--- src/rtl/serial_tx.sv ---
// Master-side serial transmitter: samples the control inputs once per symbol, adds nibble parity,
// 8b10b-encodes the byte, inserts a K28.5 comma every SYM_PER_FRAME symbols, serializes MSB-first.
module serial_tx #(
  parameter int CLK_PER_BIT   = 3,
  parameter int SYM_PER_FRAME = 256
) (
  input  logic       i_clk,
  input  logic       i_res_n,
  input  logic       i_tx_en,
  input  logic       i_IsPro,
  input  logic       i_IsMaster,
  input  logic       i_RawPls,
  input  logic [2:0] i_Option,
  output logic       o_SerialData,
  output logic       o_tx_dis,
  output logic       o_tx_led,
  output logic       o_dbg_state
);

  localparam int CW = (CLK_PER_BIT > 1) ? $clog2(CLK_PER_BIT) : 1;
  localparam int SW = $clog2(SYM_PER_FRAME);

  typedef enum logic {S_OFF = 1'b0, S_RUN = 1'b1} state_t;

  state_t          r_state;
  logic [6:0]      r_sync1;
  logic [6:0]      r_sync2;
  logic [CW-1:0]   r_clk_cnt;
  logic [3:0]      r_bit_idx;
  logic [SW-1:0]   r_sym_cnt;
  logic [9:0]      r_shift;
  logic            r_rd;
  logic            r_sd;
  logic            r_tx_dis;
  logic            r_led;

  logic            w_en;
  logic            w_pro;
  logic            w_mas;
  logic            w_raw;
  logic [2:0]      w_opt;
  logic [7:0]      w_byte;
  logic            w_is_k;
  logic [7:0]      w_enc_data;
  logic            w_enc_rd_in;
  logic [9:0]      w_enc_sym;
  logic            w_enc_rd;
  logic            w_bit_end;
  logic            w_boundary;
  logic            w_sym_last;

  assign w_en  = r_sync2[6];
  assign w_pro = r_sync2[5];
  assign w_mas = r_sync2[4];
  assign w_raw = r_sync2[3];
  assign w_opt = r_sync2[2:0];

  // Both nibbles carry odd parity so the receiver can reject corrupted bytes.
  assign w_byte      = {w_pro, w_mas, w_raw, ~(w_pro ^ w_mas ^ w_raw), w_opt, ~(^w_opt)};
  assign w_is_k      = (r_state == S_OFF) || (r_sym_cnt == '0);
  assign w_enc_data  = w_is_k ? 8'hBC : w_byte;
  assign w_enc_rd_in = (r_state == S_RUN) && r_rd;

  assign w_bit_end  = (r_clk_cnt == CW'(CLK_PER_BIT - 1));
  assign w_boundary = w_bit_end && (r_bit_idx == 4'd0);
  assign w_sym_last = (r_sym_cnt == SW'(SYM_PER_FRAME - 1));

  encode_8b10b u_enc (
    .i_k    (w_is_k),
    .i_data (w_enc_data),
    .i_rd   (w_enc_rd_in),
    .o_sym  (w_enc_sym),
    .o_rd   (w_enc_rd)
  );

  always_ff @(posedge i_clk or negedge i_res_n) begin
    if (!i_res_n) begin
      r_state   <= S_OFF;
      r_sync1   <= '0;
      r_sync2   <= '0;
      r_clk_cnt <= '0;
      r_bit_idx <= '0;
      r_sym_cnt <= '0;
      r_shift   <= '0;
      r_rd      <= 1'b0;
      r_sd      <= 1'b0;
      r_tx_dis  <= 1'b1;
      r_led     <= 1'b0;
    end else begin
      r_sync1 <= {i_tx_en, i_IsPro, i_IsMaster, i_RawPls, i_Option};
      r_sync2 <= r_sync1;
      case (r_state)
        S_OFF: begin
          r_clk_cnt <= '0;
          r_bit_idx <= '0;
          r_sym_cnt <= '0;
          r_shift   <= '0;
          r_rd      <= 1'b0;
          r_sd      <= 1'b0;
          r_tx_dis  <= 1'b1;
          r_led     <= 1'b0;
          // Entry loads the opening K28.5 at RD- in the same cycle the laser turns on.
          if (w_en) begin
            r_state   <= S_RUN;
            r_tx_dis  <= 1'b0;
            r_shift   <= w_enc_sym;
            r_sd      <= w_enc_sym[9];
            r_rd      <= w_enc_rd;
            r_sym_cnt <= SW'(1);
            r_bit_idx <= 4'd9;
          end
        end
        S_RUN: begin
          if (w_boundary && !w_en) begin
            r_state   <= S_OFF;
            r_clk_cnt <= '0;
            r_bit_idx <= '0;
            r_sym_cnt <= '0;
            r_shift   <= '0;
            r_rd      <= 1'b0;
            r_sd      <= 1'b0;
            r_tx_dis  <= 1'b1;
            r_led     <= 1'b0;
          end else if (w_boundary) begin
            r_shift   <= w_enc_sym;
            r_sd      <= w_enc_sym[9];
            r_rd      <= w_enc_rd;
            r_clk_cnt <= '0;
            r_bit_idx <= 4'd9;
            r_sym_cnt <= w_sym_last ? '0 : r_sym_cnt + SW'(1);
            if (!w_is_k) r_led <= w_raw;
          end else if (w_bit_end) begin
            r_shift   <= {r_shift[8:0], 1'b0};
            r_sd      <= r_shift[8];
            r_clk_cnt <= '0;
            r_bit_idx <= r_bit_idx - 4'd1;
          end else begin
            r_clk_cnt <= r_clk_cnt + CW'(1);
          end
        end
        default: r_state <= S_OFF;
      endcase
    end
  end

  assign o_SerialData = r_sd;
  assign o_tx_dis     = r_tx_dis;
  assign o_tx_led     = r_led;
  assign o_dbg_state  = (r_state == S_RUN);

endmodule

// 8b10b encoder, symbol = {abcdei, fghj} with 'a' in bit 9. i_k selects the K28.y control
// group (the only control characters this link uses); i_rd/o_rd: 0 = RD-, 1 = RD+.
module encode_8b10b (
  input  logic       i_k,
  input  logic [7:0] i_data,
  input  logic       i_rd,
  output logic [9:0] o_sym,
  output logic       o_rd
);

  logic [4:0] w_x;
  logic [2:0] w_y;
  logic [5:0] w_6b_n;
  logic [5:0] w_6b;
  logic       w_rd6;
  logic       w_a7;
  logic [3:0] w_4b_n;
  logic [3:0] w_4b_p;
  logic [3:0] w_4b;

  always_comb begin
    w_x = i_data[4:0];
    w_y = i_data[7:5];
    w_6b_n = 6'b000000;
    // RD- column of the 5b/6b table.
    case (w_x)
      5'd0:  w_6b_n = 6'b100111;
      5'd1:  w_6b_n = 6'b011101;
      5'd2:  w_6b_n = 6'b101101;
      5'd3:  w_6b_n = 6'b110001;
      5'd4:  w_6b_n = 6'b110101;
      5'd5:  w_6b_n = 6'b101001;
      5'd6:  w_6b_n = 6'b011001;
      5'd7:  w_6b_n = 6'b111000;
      5'd8:  w_6b_n = 6'b111001;
      5'd9:  w_6b_n = 6'b100101;
      5'd10: w_6b_n = 6'b010101;
      5'd11: w_6b_n = 6'b110100;
      5'd12: w_6b_n = 6'b001101;
      5'd13: w_6b_n = 6'b101100;
      5'd14: w_6b_n = 6'b011100;
      5'd15: w_6b_n = 6'b010111;
      5'd16: w_6b_n = 6'b011011;
      5'd17: w_6b_n = 6'b100011;
      5'd18: w_6b_n = 6'b010011;
      5'd19: w_6b_n = 6'b110010;
      5'd20: w_6b_n = 6'b001011;
      5'd21: w_6b_n = 6'b101010;
      5'd22: w_6b_n = 6'b011010;
      5'd23: w_6b_n = 6'b111010;
      5'd24: w_6b_n = 6'b110011;
      5'd25: w_6b_n = 6'b100110;
      5'd26: w_6b_n = 6'b010110;
      5'd27: w_6b_n = 6'b110110;
      5'd28: w_6b_n = 6'b001110;
      5'd29: w_6b_n = 6'b101110;
      5'd30: w_6b_n = 6'b011110;
      5'd31: w_6b_n = 6'b101011;
      default: w_6b_n = 6'b000000;
    endcase
    if (i_k) w_6b_n = 6'b001111;

    // Unbalanced sub-blocks and the balanced alternates (D.07, D.x.3) invert at RD+.
    w_6b  = (i_rd && (($countones(w_6b_n) != 3) || (!i_k && (w_x == 5'd7)))) ? ~w_6b_n : w_6b_n;
    w_rd6 = ($countones(w_6b) > 3) ? 1'b1 : (($countones(w_6b) < 3) ? 1'b0 : i_rd);

    if (i_k) begin
      w_a7 = (w_y == 3'd7);
    end else begin
      w_a7 = (w_y == 3'd7) &&
             ((!w_rd6 && ((w_x == 5'd17) || (w_x == 5'd18) || (w_x == 5'd20))) ||
              ( w_rd6 && ((w_x == 5'd11) || (w_x == 5'd13) || (w_x == 5'd14))));
    end

    case (w_y)
      3'd0: w_4b_n = 4'b1011;
      3'd1: w_4b_n = 4'b1001;
      3'd2: w_4b_n = 4'b0101;
      3'd3: w_4b_n = 4'b1100;
      3'd4: w_4b_n = 4'b1101;
      3'd5: w_4b_n = 4'b1010;
      3'd6: w_4b_n = 4'b0110;
      3'd7: w_4b_n = w_a7 ? 4'b0111 : 4'b1110;
      default: w_4b_n = 4'b0000;
    endcase
    w_4b_p = (($countones(w_4b_n) != 2) || (w_y == 3'd3)) ? ~w_4b_n : w_4b_n;

    // K28.y flips even its neutral 4b codes so the comma stays unique.
    if (i_k) w_4b = w_rd6 ? w_4b_p : ~w_4b_p;
    else     w_4b = w_rd6 ? w_4b_p : w_4b_n;

    o_sym = {w_6b, w_4b};
    o_rd  = ($countones(o_sym) > 5) ? 1'b1 : (($countones(o_sym) < 5) ? 1'b0 : i_rd);
  end

endmodule

--- config.mk ---
export PLATFORM = sky130hd
export DESIGN_NAME = serial_tx
export DESIGN_NICKNAME = d
export VERILOG_FILES = /design/src/rtl/serial_tx.sv
export SDC_FILE = /design/constraint.sdc
export NUM_CORES = 1
export LEC_CHECK = 0
export CAP_MARGIN = 20
export CORE_MARGIN = 2
export CORE_UTILIZATION = 56
export DETAILED_ROUTE_END_ITERATION = 12
export HOLD_SLACK_MARGIN = 0.15
export PLACE_DENSITY = 0.7
export SYNTH_ARGS = -nofsm -noshare
export SYNTH_HDL_FRONTEND = slang
export SYNTH_SLANG_ARGS = --single-unit
--- constraint.sdc ---
create_clock -name i_clk -period 15.25 [get_ports i_clk]
set_input_delay 1.525 -clock i_clk [delete_from_list [all_inputs] [get_ports i_clk]]
set_output_delay 1.525 -clock i_clk [all_outputs]
set_load 0.01 [all_outputs]
Yosys cells after proc, flatten, opt, wreduce, memory -nomap -nowiden
Memories as Yosys holds them, arrays and structs flattened.
Index checks and enable logic that the tools add are counted.
{"block": "op_classes", "shift": 0, "bitwise": 8, "muxes": 52, "n_eq_ne": 22, "order_cmp": 4, "n_addsub": 21, "mul": 0, "n_reduce_logical": 24, "n_div": 0}
{"operator": "$add A32 B32 Y32", "n": 8}
{"operator": "$ne A32 B3 Y1 const B", "n": 2}
{"operator": "$mux W4", "n": 9}
{"operator": "$mux W9", "n": 4}
{"operator": "$gt A32 B3 Y1 const B", "n": 1}
{"operator": "$gt A32 B4 Y1 const B", "n": 1}
{"operator": "$lt A32 B3 Y1 const B", "n": 1}
{"operator": "$lt A32 B4 Y1 const B", "n": 1}
{"operator": "$mux W8", "n": 4}
{"operator": "$pmux W4 S8", "n": 1}
{"operator": "$add A1 B1 Y2", "n": 10}
{"operator": "$mux W1", "n": 20}
{"operator": "$pmux W9 S2", "n": 1}
{"operator": "$pmux W8 S2", "n": 1}
{"operator": "$eq A5 B4 Y1 const B", "n": 3}
{"operator": "$eq A5 B5 Y1 const B", "n": 3}
{"operator": "$eq A3 B3 Y1 const B", "n": 4}
{"operator": "$mux W6", "n": 2}
{"operator": "$pmux W1 S2", "n": 5}
{"operator": "$add A8 B1 Y8 const B", "n": 1}
{"operator": "$eq A8 B8 Y1 const B", "n": 1}
{"operator": "$logic_and A1 B1 Y1", "n": 8}
{"operator": "$logic_not A8 Y1", "n": 1}
{"operator": "$logic_or A1 B1 Y1", "n": 8}
{"operator": "other kinds (22)", "n": 31}
{"block": "totals", "register_bits": 42, "latch_bits": 0, "mem_bits_ro": 192, "wordCells": 143, "ram_bits": 0, "memories": 1, "in_bits": 9, "output_inout_bits": 4}
{"name": "(name not given)", "depth": 32, "word_bits": 6, "read_ports": 1, "rd_clocked_by_memory_dff": 0, "wr": 0, "line_no": "178", "text": "case (w_x)"}

Longest topological paths before layout
Gate-level depths: netlist of the first run.
An unclocked memory read counts as a cell.
{"block": "logic_depth", "depth_word": 44, "mapped_depth": 46, "ltp_nobuf": 45}

Modules after synthesis
A second synthesis of the first run with hierarchy kept.
{"block": "unflattened", "cells_unflattened": 335, "area_unflattened_um2": 3151.8}
{"module": "serial_tx", "n_inst": 1, "seq_area_each_um2": 1052.3, "cells_per_inst": 176, "area_per_inst_um2": 1848.0}
{"module": "encode_8b10b", "n_inst": 1, "seq_area_each_um2": 0.0, "cells_per_inst": 159, "area_per_inst_um2": 1303.8}

Worst setup path before layout of the first run
No wires, ideal clock.
{"block": "synth_timing", "path_type": "reg-to-reg", "from": "register r_sym_cnt[0]", "to": "register r_rd", "t_arrival_ns": 9.503, "period_less_slack_ns": 9.624, "path_buffers": 2, "path_slack_ns": 5.626, "path_stages_with_launch": 44, "cell_sequence": "dfrtp_1 inv_1 ha_1 nor4b_2 a21o_1 buf_2 nor2_1 inv_1 ha_1 a211oi_1 a311oi_1 a311o_1 ha_1 fa_1 ha_1 nor2_1 a31oi_1 a21oi_1 [8 not listed] inv_1 ha_1 ha_1 fa_1 and2_1 a21oi_1 o21ai_0 a32o_1 ha_1 fa_1 inv_1 fa_1 inv_1 ha_1 fa_1 o21ai_0 nand2_1 a22o_1"}
{"block": "synth_via", "elab_chain_len": 43}
{"element": "from (decl)", "line_no": "30", "text": "logic [SW-1:0] r_sym_cnt;"}
{"element": "from (signal assigned)", "line_no": "130", "text": "r_sym_cnt <= w_sym_last ? '0 : r_sym_cnt + SW'(1);"}
{"element": "$logic_not A8 Y1 (*)", "line_no": "60", "text": "assign w_is_k = (r_state == S_OFF) || (r_sym_cnt == '0);"}
{"element": "$logic_or A1 B1 Y1 (*)", "line_no": "60"}
{"element": "$mux W8", "line_no": "61", "text": "assign w_enc_data = w_is_k ? 8'hBC : w_byte;"}
{"element": "$mem_v2 Z32 W6"}
{"element": "$mux W6", "line_no": "213", "text": "if (i_k) w_6b_n = 6'b001111;"}
{"element": "$add A1 B1 Y2 (not written as such)", "line_no": "216", "text": "w_6b = (i_rd && (($countones(w_6b_n) != 3) || (!i_k && (w_x == 5'd7)))) ? ~w_6b_n : w_6b_n;"}
{"element": "$add A32 B32 Y32 (not written as such) (2 in a row)", "line_no": "216"}
{"element": "$ne A32 B3 Y1", "line_no": "216"}
{"element": "[25 not listed]"}
{"element": "$add A32 B32 Y32 (not written as such) (2 in a row)", "line_no": "245", "text": "o_rd = ($countones(o_sym) > 5) ? 1'b1 : (($countones(o_sym) < 5) ? 1'b0 : i_rd);"}
{"element": "$add A32 B32 Y32 (not written as such) (*)", "line_no": "245"}
{"element": "$lt A32 B4 Y1", "line_no": "245"}
{"element": "$mux W1", "line_no": "245"}
{"element": "$mux W1 (*)", "line_no": "245"}
{"element": "$mux W1", "line_no": "124", "text": "end else if (w_boundary) begin"}
{"element": "$mux W1", "line_no": "114", "text": "if (w_boundary && !w_en) begin"}
{"element": "$pmux W1 S2 (*)", "line_no": "92", "text": "case (r_state)"}
{"element": "to (signal assigned)", "line_no": "108", "text": "r_rd <= w_enc_rd;"}
{"element": "to (signal assigned)", "line_no": "127", "text": "r_rd <= w_enc_rd;"}
{"element": "to (decl)", "line_no": "32", "text": "logic r_rd;"}
Every way passes the cells marked *; elsewhere a longest branch is shown, timed or not. The select of a mux whose other input is x is not followed.
A chain may end at the register's enable or synchronous reset.

Worst setup path in the final report of the first run
{"block": "layout_timing", "from": "register r_state, in the netlist o_dbg_state", "to": "register r_rd"}
{"block": "layout_via", "elab_chain_len": 43}
{"element": "from (decl)", "line_no": "25", "text": "state_t r_state;"}
{"element": "from (signal assigned)", "line_no": "78", "text": "r_state <= S_OFF;"}
{"element": "from (signal assigned)", "line_no": "104", "text": "r_state <= S_RUN;"}
{"element": "from (signal assigned)", "line_no": "115", "text": "r_state <= S_OFF;"}
{"element": "$not A1 Y1"}
{"element": "$logic_or A1 B1 Y1", "line_no": "60"}
{"element": "$mux W8", "line_no": "61"}
{"element": "$mem_v2 Z32 W6"}
{"element": "$mux W6", "line_no": "213"}
{"element": "$add A1 B1 Y2 (not written as such)", "line_no": "216"}
{"element": "$add A32 B32 Y32 (not written as such) (2 in a row)", "line_no": "216"}
{"element": "$ne A32 B3 Y1", "line_no": "216"}
{"element": "[22 not listed]"}
{"element": "$mux W4 (2 in a row)", "line_no": "241", "text": "if (i_k) w_4b = w_rd6 ? w_4b_p : ~w_4b_p;"}
{"element": "$add A1 B1 Y2 (not written as such)", "line_no": "245"}
{"element": "$add A32 B32 Y32 (not written as such) (3 in a row)", "line_no": "245"}
{"element": "$lt A32 B4 Y1", "line_no": "245"}
{"element": "$mux W1 (2 in a row)", "line_no": "245"}
{"element": "$mux W1", "line_no": "124"}
{"element": "$mux W1", "line_no": "114"}
{"element": "$pmux W1 S2", "line_no": "92"}
Several ways; a longest one is shown, not always the timed one. The select of a mux whose other input is x is not followed.

==> metrics.log, run 1 <==
INFO  metric placed_cell_area = 0.003213 mm2
INFO  metric wire_per_inst = 15.58 um
INFO  metric grt_most_used_layer = met2
INFO  metric layoutNonFillerInstCount = 409
INFO  metric post_synth_net_total = 378
INFO  metric detail_route.wirelength = 6.373 mm
INFO  metric post_cts_resize_count = 0
INFO  metric clock_tree.htree_level_count = 2
INFO  metric placement_rows = 27
INFO  metric syn_avg_cell_area = 9.275 um2
INFO  metric global_route.usage.met1 = 30.96%
INFO  metric cpMaxStageDelayCell = sky130_fd_sc_hd__a21oi_1
INFO  metric most-common-layout-cells = sky130_fd_sc_hd__dfrtp_1 (41), sky130_fd_sc_hd__nand2_1 (34), sky130_fd_sc_hd__ha_1 (26), sky130_fd_sc_hd__nor2_1 (24), sky130_fd_sc_hd__a21oi_1 (22)
INFO  metric number_of_global_route_vias_before_repair = 2274
INFO  metric post_cts_buffers = 0
INFO  metric detail_route.first_pass.iterations = 4
INFO  metric clock_sinks = 42
INFO  metric drt-initial-drc-count = 145
INFO  metric seq_area_frac_synth = 33.97%
INFO  metric finish.instance_area = 0.003299 mm2
INFO  metric worstSkewPairLatency = 0.30 ns
INFO  metric crit_fanout = 16
INFO  metric cts_tree = built
INFO  metric clk_pin_slew_worst_paths = 0.09 ns
INFO  metric globalRouteTotalUtil = 22.33%
INFO  metric syn_inst = 334
INFO  metric dieArea = 0.006143 mm2
INFO  metric cts_made_buffers = 5
INFO  metric ys.flop_type = sky130_fd_sc_hd__dfrtp_1
INFO  metric holdWs = 0.3515 ns
INFO  metric slew_at_the_pin_with_the_worst_max_slew_slack = 0.9121 ns
INFO  metric period_share = 74.14%
INFO  metric post-route-min-period = 11.31 ns
INFO  metric timing.fmax = 0.08845 GHz
INFO  metric drcViolationCount = 0
INFO  metric report.final.slew_viol_count = 0
INFO  metric fp.coreArea = 0.005439 mm2
INFO  metric synthArstFlopShare = 100.0%
INFO  metric timing.max_slew.rel_slack = 39.20%
INFO  metric drive_above_1_share = 6.825%
INFO  metric vias_per_cell = 5.946
INFO  metric synth-edff-count = 0
INFO  metric ys_warn_count = 0
INFO  metric cap_viol_max_count = 0
INFO  metric timing.critical_path.arrival = 11.50 ns
INFO  metric hold_fails_final_rpt = 0
INFO  metric dieHeight = 78.38 um
INFO  metric gpl.final_weighted_congestion = 0.9004
INFO  metric start_util = 56.96%
INFO  metric cp.required = 15.45 ns
INFO  metric antenna_violating_nets_post_route = 0
INFO  metric global_route.overflow_total = 0
INFO  metric grt_antenna_before_repair = 0
INFO  metric hold_path_class = reg -> reg
INFO  metric boundaryPins = 13
INFO  metric timing.setup.tns = 0 ns
INFO  metric first_pass_grt_wire_length = 10.87 mm
INFO  metric fillers = 467
INFO  metric biggest_area_contributors_in_the_synthesized_netlist = sky130_fd_sc_hd__dfrtp_1 (33%), sky130_fd_sc_hd__ha_1 (11%), sky130_fd_sc_hd__fa_1 (5.8%)
INFO  metric max_incr_delay_on_cp = 0.69 ns
INFO  metric critical_path_start_type = register
INFO  metric timing_worst_setup_path_type = reg -> reg
INFO  metric detailroute.via_count = 2432
INFO  metric gr-usage-met2 = 36.81%
INFO  metric dp_hpwl = 4.680 mm
INFO  metric rsz0062_at_grt = false
INFO  metric timing.clock.skew = 0.01017 ns
INFO  metric yosysTopAreaCellShare = 33.12%
INFO  metric placed_cells_incl_taps = 401
INFO  metric status = finished, final reports clean
INFO  metric cts-hold-fix-buffers = 0
INFO  metric port_buffers = 12
INFO  metric ctsLongestPathBuffers = 2
INFO  metric yosysUniqueCellTypes = 68
INFO  metric postSynthRegisterBits = 42
INFO  metric ctsRootBufferMaster = sky130_fd_sc_hd__clkbuf_8
INFO  metric post_synth_instance_area = 0.003098 mm2
INFO  metric layout.cells.most_common = sky130_fd_sc_hd__dfrtp_1
INFO  metric num-nets-final = 380
INFO  metric worst_setup_path_end_kind = register
INFO  metric gr_layer_usage_met3 = 4.483%
INFO  metric synth_largest_area_cell = sky130_fd_sc_hd__dfrtp_1
INFO  metric die_w = 78.38 um
INFO  metric syn2layout_area_growth = 6.502%
INFO  metric largest_net_degree_at_the_start_of_global_routing = 43
INFO  metric report.final.setup_viol = 0
INFO  metric antenna_cells = 0
-- worst paths after layout --
check	startpoint	end	slack, ns	cells past startpoint
max	o_dbg_state$_DFF_PN0_	r_rd$_DFFE_PN0P_	3.94	40
min	r_sync1[4]$_DFF_PN0_	r_sync2[4]$_DFF_PN0_	0.35	0
max reg2reg	o_dbg_state$_DFF_PN0_	r_rd$_DFFE_PN0P_	3.94	40
min reg2reg	r_sync1[4]$_DFF_PN0_	r_sync2[4]$_DFF_PN0_	0.35	0
max in group asynchronous	i_res_n	r_shift[4]$_DFFE_PN0P_	13.33	1
min in group asynchronous	i_res_n	r_sym_cnt[0]$_DFFE_PN0P_	1.35	1
-- registers in the layout, indices dropped and copies added, names as in the netlist --
signal,flops
r_sym_cnt,8
o_tx_dis,1
o_tx_led,1
r_shift,9
o_SerialData,1
r_sync2,7
r_rd,1
r_sync1,7
r_clk_cnt,2
r_bit_idx,4
o_dbg_state,1
-- synthesized netlist by cell type, drive strengths merged (2+ instances only) --
cell,number
and3,7
a21oi,22
nor3,10
a22oi,3
xor2,5
clkbuf,6
buf,11
o2bb2ai,2
a2bb2oi,2
and2,4
nor4b,2
a221oi,2
ha,26
o211ai,3
a31oi,2
nor2,26
nand3b,2
mux2i,2
nand4,2
or3,4
o311ai,2
inv,18
nand2b,4
nand2,34
nand3,12
a22o,2
a211oi,2
xnor2,6
a221o,4
or2,5
dfrtp,41
nor3b,3
o221ai,2
a311oi,2
nor4,2
o21ai,17
a21o,3
o31ai,3
fa,9
-- routing by layer --
metal / vias to the layer above / share of wire [%]
li1: 1212 / -
met1: 1165 / 47
met2: 53 / 50
met3: 2 / 3.5
met4: 0 / 0.094
met5: - / 0
-- cell families after synthesis --
logic type | after synthesis | share of synthesized area, %
and+or+nand+nor | 122 | 20.31
muxes | 3 | 1.010
xor gates and xnor gates | 13 | 4.644
DFF | 42 | 33.97
buffers and inverters | 35 | 5.088
adders and majority gates | 36 | 16.64
AOI/OAI and AO/OA | 83 | 18.34
-- worst max-delay path, delay by kind of cell, from the launching register on --
family                     cells  cell delay [ns]
and+or+nand+nor                6             0.91
buffers and inverters          5             0.57
DFF                            1             0.58
AOI/OAI and AO/OA             15             4.03
adders and majority gates     14             5.08
-- metrics by stage --
step / setup WS (ns) / util [%]
after floorplan: 5.626 / -
after global placement: 4.298 / 59.08
after detailed placement: 4.024 / 59.08
after CTS: 4.003 / 60.66
after global routing: 3.174 / 60.66
final: 3.944 / 60.66
-- final cells by class --
cell class	count	area (um2)	share of cell area (%)
clock buffers	6	72.57	2.199
well taps	72	90.09	2.730
flip-flops and latches	42	1052	31.89
repair buffers	12	115.1	3.489
inverters	18	67.56	2.048
multi-input cells	257	1888	57.22
clock inverters	2	13.76	0.4171
Power of run 1 is not shown: default switching activity piles up to over one toggle a cycle in this logic, so the estimate is an artifact.
==> run 2, diff against run 1 <==
CORE_UTILIZATION = 55   (was 56)
PLACE_DENSITY = 0.72   (was 0.7)
clock period = 9.6 ns   (was 15.25 ns; I/O delays follow)
==> run 2 against run 1 <==
Setup slack lost 3.7 ns. Global-route usage grew 0.95 points. Register-to-register slack lost 3.7 ns. Cell count grew 12%. Critical path depth shrank 3. Non-clock buffer count grew 48. Design area grew 19%. Core utilization grew 11 points. Die area grew 1.7%. Count of clock-buffer cells in the layout is the same. Hold slack gained 0.0017 ns. Critical endpoint unchanged.
==> metrics.log, run 2 (synthesized netlist as in run 1, its figures left out) <==
INFO  metric detail_route.first_pass.iterations = 5 (+1)
INFO  metric timing.clock.skew = 0.006288 ns (-0.003887 ns)
INFO  metric report.final.setup_viol = 0 (unchanged)
INFO  metric ctsLongestPathBuffers = 2 (unchanged)
INFO  metric cts_tree = built
INFO  metric die_w = 79.05 um (+0.85%)
INFO  metric finish.instance_area = 0.003939 mm2 (+19%)
INFO  metric report.final.slew_viol_count = 0 (unchanged)
INFO  metric rr_startpoint = r_sync2[2]$_DFF_PN0_
INFO  metric min-delay-start = r_sync1[2]$_DFF_PN0_
INFO  metric layoutNonFillerInstCount = 457 (+12%)
INFO  metric holdWs = 0.3531 ns (+0.001652 ns)
INFO  metric max_ffs_per_register = 9 (unchanged)
INFO  metric fp.coreArea = 0.005473 mm2 (+0.62%)
INFO  metric fillers = 416 (-11%)
INFO  metric r2r_cells = 37 (-7.5%)
INFO  metric max_incr_delay_on_cp = 0.59 ns (-0.10 ns)
INFO  metric clk_pin_slew_worst_paths = 0.08 ns (about the same)
INFO  metric reg.largest.list = r_shift x9, r_sym_cnt x8
INFO  metric timing.max_slew.rel_slack = 38.86% (-0.34 points)
INFO  metric hold_fails_final_rpt = 0 (unchanged)
INFO  metric ctsRootBufferMaster = sky130_fd_sc_hd__clkbuf_8
INFO  metric port_buffers = 12 (unchanged)
INFO  metric worst_setup_path_end_kind = register
INFO  metric cp.required = 9.79 ns (-5.66 ns)
INFO  metric timing.critical_path.arrival = 9.55 ns (-1.95 ns)
INFO  metric dieArea = 0.006249 mm2 (+1.7%)
INFO  metric timing_worst_setup_path_type = reg -> reg
INFO  metric placed_cell_area = 0.003482 mm2 (+8.4%)
INFO  metric num-nets-final = 428 (+13%)
INFO  metric cap_viol_max_count = 0 (unchanged)
INFO  metric max_flop_register = r_shift
INFO  metric most-common-layout-cells = sky130_fd_sc_hd__buf_4 (45), sky130_fd_sc_hd__dfrtp_1 (41), sky130_fd_sc_hd__nand2_1 (32), sky130_fd_sc_hd__nor2_1 (20), sky130_fd_sc_hd__a21oi_1 (18)
INFO  metric detailroute.via_count = 2740 (+13%)
INFO  metric status = finished, final reports clean
INFO  metric number_of_global_route_vias_before_repair = 2544 (+12%)
INFO  metric regToRegSetupSlack = 0.24 ns (-3.71 ns)
INFO  metric placed_cells_incl_taps = 436 (+8.7%)
INFO  metric timing.fmax = 0.1068 GHz (+21%)
INFO  metric crit_fanout = 5 (-11)
INFO  metric placement_rows = 27 (unchanged)
INFO  metric dp_hpwl = 4.967 mm (+6.1%)
INFO  metric rr_endpoint = r_rd$_DFFE_PN0P_
INFO  metric drive_above_1_share = 30.91% (+24 points)
INFO  metric post-route-min-period = 9.362 ns (-1.944 ns)
INFO  metric critical_path_start_type = register
INFO  metric detail_route.wirelength = 7.479 mm (+17%)
INFO  metric cts_made_buffers = 5 (unchanged)
INFO  metric slew_at_the_pin_with_the_worst_max_slew_slack = 0.9171 ns (+0.005093 ns)
INFO  metric wire_per_inst = 16.37 um (+5.0%)
INFO  metric antenna_cells = 0 (unchanged)
INFO  metric dieHeight = 79.05 um (+0.85%)
INFO  metric clock_sinks = 42 (unchanged)
INFO  metric antenna_violating_nets_post_route = 0 (unchanged)
INFO  metric drt-initial-drc-count = 207 (+43%)
INFO  metric first_pass_grt_wire_length = 11.58 mm (+6.5%)
INFO  metric period_share = 97.52% (+23 points)
INFO  metric hold_path_class = reg -> reg
INFO  metric clock_tree.htree_level_count = 2 (unchanged)
INFO  metric grt_antenna_before_repair = 0 (unchanged)
INFO  metric cpMaxStageDelayCell = sky130_fd_sc_hd__fa_2
INFO  metric layout.cells.most_common = sky130_fd_sc_hd__buf_4
INFO  metric largest_net_degree_at_the_start_of_global_routing = 43 (unchanged)
INFO  metric syn2layout_area_growth = 27.14%
INFO  metric boundaryPins = 13 (unchanged)
INFO  metric global_route.overflow_total = 0 (unchanged)
INFO  metric drcViolationCount = 0 (unchanged)
INFO  metric globalRouteTotalUtil = 23.28% (+0.95 points)
INFO  metric setup.worst_path.start = r_sync2[2]$_DFF_PN0_
INFO  metric crit_path_end = r_rd$_DFFE_PN0P_
INFO  metric gpl.final_weighted_congestion = 0.8378 (-7.0%)
INFO  metric start_util = 56.61% (-0.35 points)
INFO  metric vias_per_cell = 5.996 (+0.83%)
INFO  metric worstSkewPairLatency = 0.30 ns (about the same)
## run 2: worst max-delay path, delay by kind of cell, from the launching register on
family	cells	cell delay, ns
adders and majority gates	14	5.01
DFF	1	0.41
xor gates and xnor gates	2	0.48
AOI/OAI and AO/OA	12	2.22
buffers and inverters	2	0.10
and+or+nand+nor	7	1.08
## run 2: how the worst min path moves through the flow
stage / to / depth (start not counted)
global placement: r_sync2[1]$_DFF_PN0_ / 0
global route: r_sync2[1]$_DFF_PN0_ / 0
detailed placement: r_sync2[2]$_DFF_PN0_ / 0
finish: r_sync2[2]$_DFF_PN0_ / 0
floorplan: r_sync2[0]$_DFF_PN0_ / 0
CTS: r_sync2[2]$_DFF_PN0_ / 0
## run 2: layout make-up
cell class / count / area (um2) / share of cell area, %
clock inverter: 2 / 12.51 / 0.3177
timing repair buffer: 60 / 486.7 / 12.36
tap: 72 / 90.09 / 2.287
multi-input combinational: 257 / 2147 / 54.51
clock buffer: 6 / 82.58 / 2.097
inverter: 18 / 67.56 / 1.715
sequential: 42 / 1052 / 26.72
## run 2: layer usage
layer / GRT usage [%] / vias up / share of wire, %
met5: 0 / - / 0
met4: 7.931 / 0 / 2.4
met3: 3.182 / 18 / 3.8
met2: 39.83 / 87 / 51
met1: 30.42 / 1332 / 42
li1: - / 1303 / -
## run 2: metrics by stage
stage | setup WS [ns] | utilization [%] | setup TNS [ns]
after floorplan | 0.02535 | - | 0
after global placement | -0.1322 | 63.63 | -0.1322
after detailed placement | -0.4552 | 63.63 | -0.4552
after CTS | 0.008155 | 66.74 | 0
after global routing | -0.09191 | 71.97 | -0.09191
final | 0.2379 | 71.97 | 0
## run 2: timing repair
item	CTS	global route
pin swaps	6	39
gates resized for setup	11	52
setup buffers	5	8
endpoints found under the setup margin	1	1
hold buffers	0	0
Power of run 2 is left out for the same reason.
==> run 3, diff against run 2 <==
CORE_UTILIZATION = 56   (was 55)
PLACE_DENSITY = 0.7   (was 0.72)
clock period = 9.15 ns   (was 9.6 ns; I/O delays follow)
==> run 3 against run 2 <==
Clock skew barely moved. Via count fell by 1.4%. Non-clock buffer count rose by 10. Die area fell by 1.7%. Wire length rose by 2.7%. The run now ends with negative setup slack left. Critical endpoint unchanged. Global-route usage rose by 2.3 points. First-iteration DRC count fell by 19%. Count of clock-buffer cells in the layout fell by 1. Sequential share of layout area fell by 1.0 points. Critical path depth rose by 3.
==> metrics.log, run 3 (synthesized netlist as in run 1, its figures left out) <==
INFO  metric worstSkewPairLatency = 0.30 ns (about the same)
INFO  metric cts_made_buffers = 5 (unchanged)
INFO  metric detail_route.wirelength = 7.680 mm (+2.7%)
INFO  metric syn2layout_area_growth = 32.07%
INFO  metric cp.required = 9.34 ns (-0.45 ns)
INFO  metric timing.max_slew.rel_slack = 38.29% (-0.57 points)
INFO  metric placement_rows = 27 (unchanged)
INFO  metric drive_above_1_share = 34.43% (+3.5 points)
INFO  metric most-common-layout-cells = sky130_fd_sc_hd__buf_4 (56), sky130_fd_sc_hd__dfrtp_1 (41), sky130_fd_sc_hd__nand2_1 (33), sky130_fd_sc_hd__nor2_1 (20), sky130_fd_sc_hd__a21oi_1 (16)
INFO  metric global_route.overflow_total = 0 (unchanged)
INFO  metric start_util = 56.96% (+0.35 points)
INFO  metric timing.fmax = 0.1082 GHz (+1.3%)
INFO  metric timing.setup.tns = -0.08909 ns (-0.08909 ns)
INFO  metric dieArea = 0.006143 mm2 (-1.7%)
INFO  metric report.final.slew_viol_count = 0 (unchanged)
INFO  metric hold_fails_final_rpt = 0 (unchanged)
INFO  metric drcViolationCount = 0 (unchanged)
INFO  metric layout.cells.most_common = sky130_fd_sc_hd__buf_4
INFO  metric number_of_global_route_vias_before_repair = 2715 (+6.7%)
INFO  metric dp_hpwl = 5.074 mm (+2.1%)
INFO  metric post-route-min-period = 9.239 ns (-0.1230 ns)
INFO  metric rsz0062_at_grt = true
INFO  metric worst_setup_path_end_kind = register
INFO  metric grt_antenna_before_repair = 0 (unchanged)
INFO  metric clock_sinks = 42 (unchanged)
INFO  metric worst_hold_path.endpoint = r_sync2[0]$_DFF_PN0_
INFO  metric max_ffs_per_register = 9 (unchanged)
INFO  metric ctsLongestPathBuffers = 2 (unchanged)
INFO  metric cpMaxStageDelayCell = sky130_fd_sc_hd__fa_1
INFO  metric post-route-worst-setup-slack = -0.08909 ns (-0.3270 ns)
INFO  metric gpl.final_weighted_congestion = 0.9026 (+7.7%)
INFO  metric clock_tree.htree_level_count = 2 (unchanged)
INFO  metric rr_startpoint = r_sym_cnt[0]$_DFFE_PN0P_
INFO  metric timing.critical_path.arrival = 9.43 ns (-0.12 ns)
INFO  metric min-delay-start = r_sync1[0]$_DFF_PN0_
INFO  metric max_flop_register = r_shift
INFO  metric report.final.setup_viol = 1 (+1)
INFO  metric timing_worst_setup_path_type = reg -> reg
INFO  metric timing.clock.skew = 0.005822 ns (-0.0004659 ns)
INFO  metric r2r_cells = 40 (+8.1%)
INFO  metric reg.largest.list = r_shift x9, r_sym_cnt x8
INFO  metric detailroute.via_count = 2702 (-1.4%)
INFO  metric failed_checks = negative setup slack
INFO  metric boundaryPins = 13 (unchanged)
INFO  metric status = finished with violations
INFO  metric antenna_violating_nets_post_route = 0 (unchanged)
INFO  metric port_buffers = 12 (unchanged)
INFO  metric rr_endpoint = r_rd$_DFFE_PN0P_
INFO  metric critical_path_start_type = register
INFO  metric cts_tree = built
INFO  metric cap_viol_max_count = 0 (unchanged)
INFO  metric max_incr_delay_on_cp = 0.58 ns (about the same)
INFO  metric dieHeight = 78.38 um (-0.85%)
INFO  metric wire_per_inst = 16.45 um (+0.49%)
INFO  metric fp.coreArea = 0.005439 mm2 (-0.62%)
INFO  metric drt-initial-drc-count = 168 (-19%)
INFO  metric detail_route.first_pass.iterations = 5 (unchanged)
INFO  metric critPathMostFrequentCell = sky130_fd_sc_hd__fa_2
INFO  metric ctsRootBufferMaster = sky130_fd_sc_hd__clkbuf_8
INFO  metric vias_per_cell = 5.786 (-3.5%)
INFO  metric largest_net_degree_at_the_start_of_global_routing = 43 (unchanged)
INFO  metric crit_fanout = 5 (unchanged)
INFO  metric globalRouteTotalUtil = 25.62% (+2.3 points)
INFO  metric antenna_cells = 0 (unchanged)
INFO  metric whs_path_depth = 0 (unchanged)
INFO  metric die_w = 78.38 um (-0.85%)
INFO  metric cts-hold-fix-buffers = 0 (unchanged)
INFO  metric period_share = 101.0% (+3.5 points)
INFO  metric first_pass_grt_wire_length = 12.53 mm (+8.2%)
INFO  metric hold_path_class = reg -> reg
INFO  metric regToRegSetupSlack = -0.09 ns (-0.33 ns)
INFO  metric slew_at_the_pin_with_the_worst_max_slew_slack = 0.9256 ns (+0.008501 ns)
INFO  metric num-nets-final = 438 (+2.3%)
INFO  metric holdWs = 0.3536 ns (+0.0004540 ns)
INFO  metric clk_pin_slew_worst_paths = 0.08 ns (about the same)
## run 3: metrics by stage
| step | area, um2 | util [%] | worst slack [ns] | std cells |
|---|---|---|---|---|
| 2_1_floorplan | 3171 | - | 0.009821 | 334 |
| 3_3_place_gp | 3540 | 65.08 | 0.02767 | 436 |
| 3_5_place_dp | 3540 | 65.08 | -0.3493 | 436 |
| 4_1_cts | 3959 | 72.79 | -0.01512 | 461 |
| 5_1_grt | 4091 | 75.22 | -0.4204 | 467 |
| 6_report | 4091 | 75.22 | -0.08909 | 467 |
## run 3: critical path: cells and delay by family, from the launching register on
kind,cells,cell delay (ns)
flops,1,0.37
buf+inv,6,0.68
simple gates,7,0.86
fa+ha+maj,15,5.14
compound gates,12,2.07
## run 3: repair_timing
| item | in CTS | in global routing |
|---|---|---|
| endpoints found under the hold margin | 0 | 0 |
| pin swaps | 40 | 21 |
| buffers inserted | 17 | 6 |
| endpoints found under the setup margin | 1 | 1 |
| resized for setup | 43 | 17 |
## run 3: final cells by class
class,count,area (um2)
multi-input cells,257,2208
inverters,18,70.07
well taps,72,90.09
clock inverters,3,43.79
clock buffers,5,68.82
fillers,367,1348
repair buffers,70,558.0
flip-flops and latches,42,1052
## run 3: metal layers
layer / GRT usage [%] / vias up / part of all wire [%]
li1: - / 1324 / -
met1: 33.26 / 1316 / 44
met2: 44.22 / 53 / 52
met3: 3.793 / 9 / 2.8
met4: 8.246 / 0 / 0.90
met5: 0 / - / 0
## run 3: worst max-delay path by stage
stage                             start               end  slack, ns  cells after the start
4_1_cts        r_sym_cnt[1]$_DFFE_PN0P_  r_rd$_DFFE_PN0P_      -0.02                     42
6_report       r_sym_cnt[0]$_DFFE_PN0P_  r_rd$_DFFE_PN0P_      -0.09                     40
3_3_place_gp   r_sym_cnt[0]$_DFFE_PN0P_  r_rd$_DFFE_PN0P_       0.03                     41
5_1_grt        r_sym_cnt[1]$_DFFE_PN0P_  r_rd$_DFFE_PN0P_      -0.42                     40
2_1_floorplan  r_sym_cnt[0]$_DFFE_PN0P_  r_rd$_DFFE_PN0P_       0.01                     41
3_5_place_dp   r_sym_cnt[0]$_DFFE_PN0P_  r_rd$_DFFE_PN0P_      -0.35                     43
Power of run 3 is left out for the same reason.
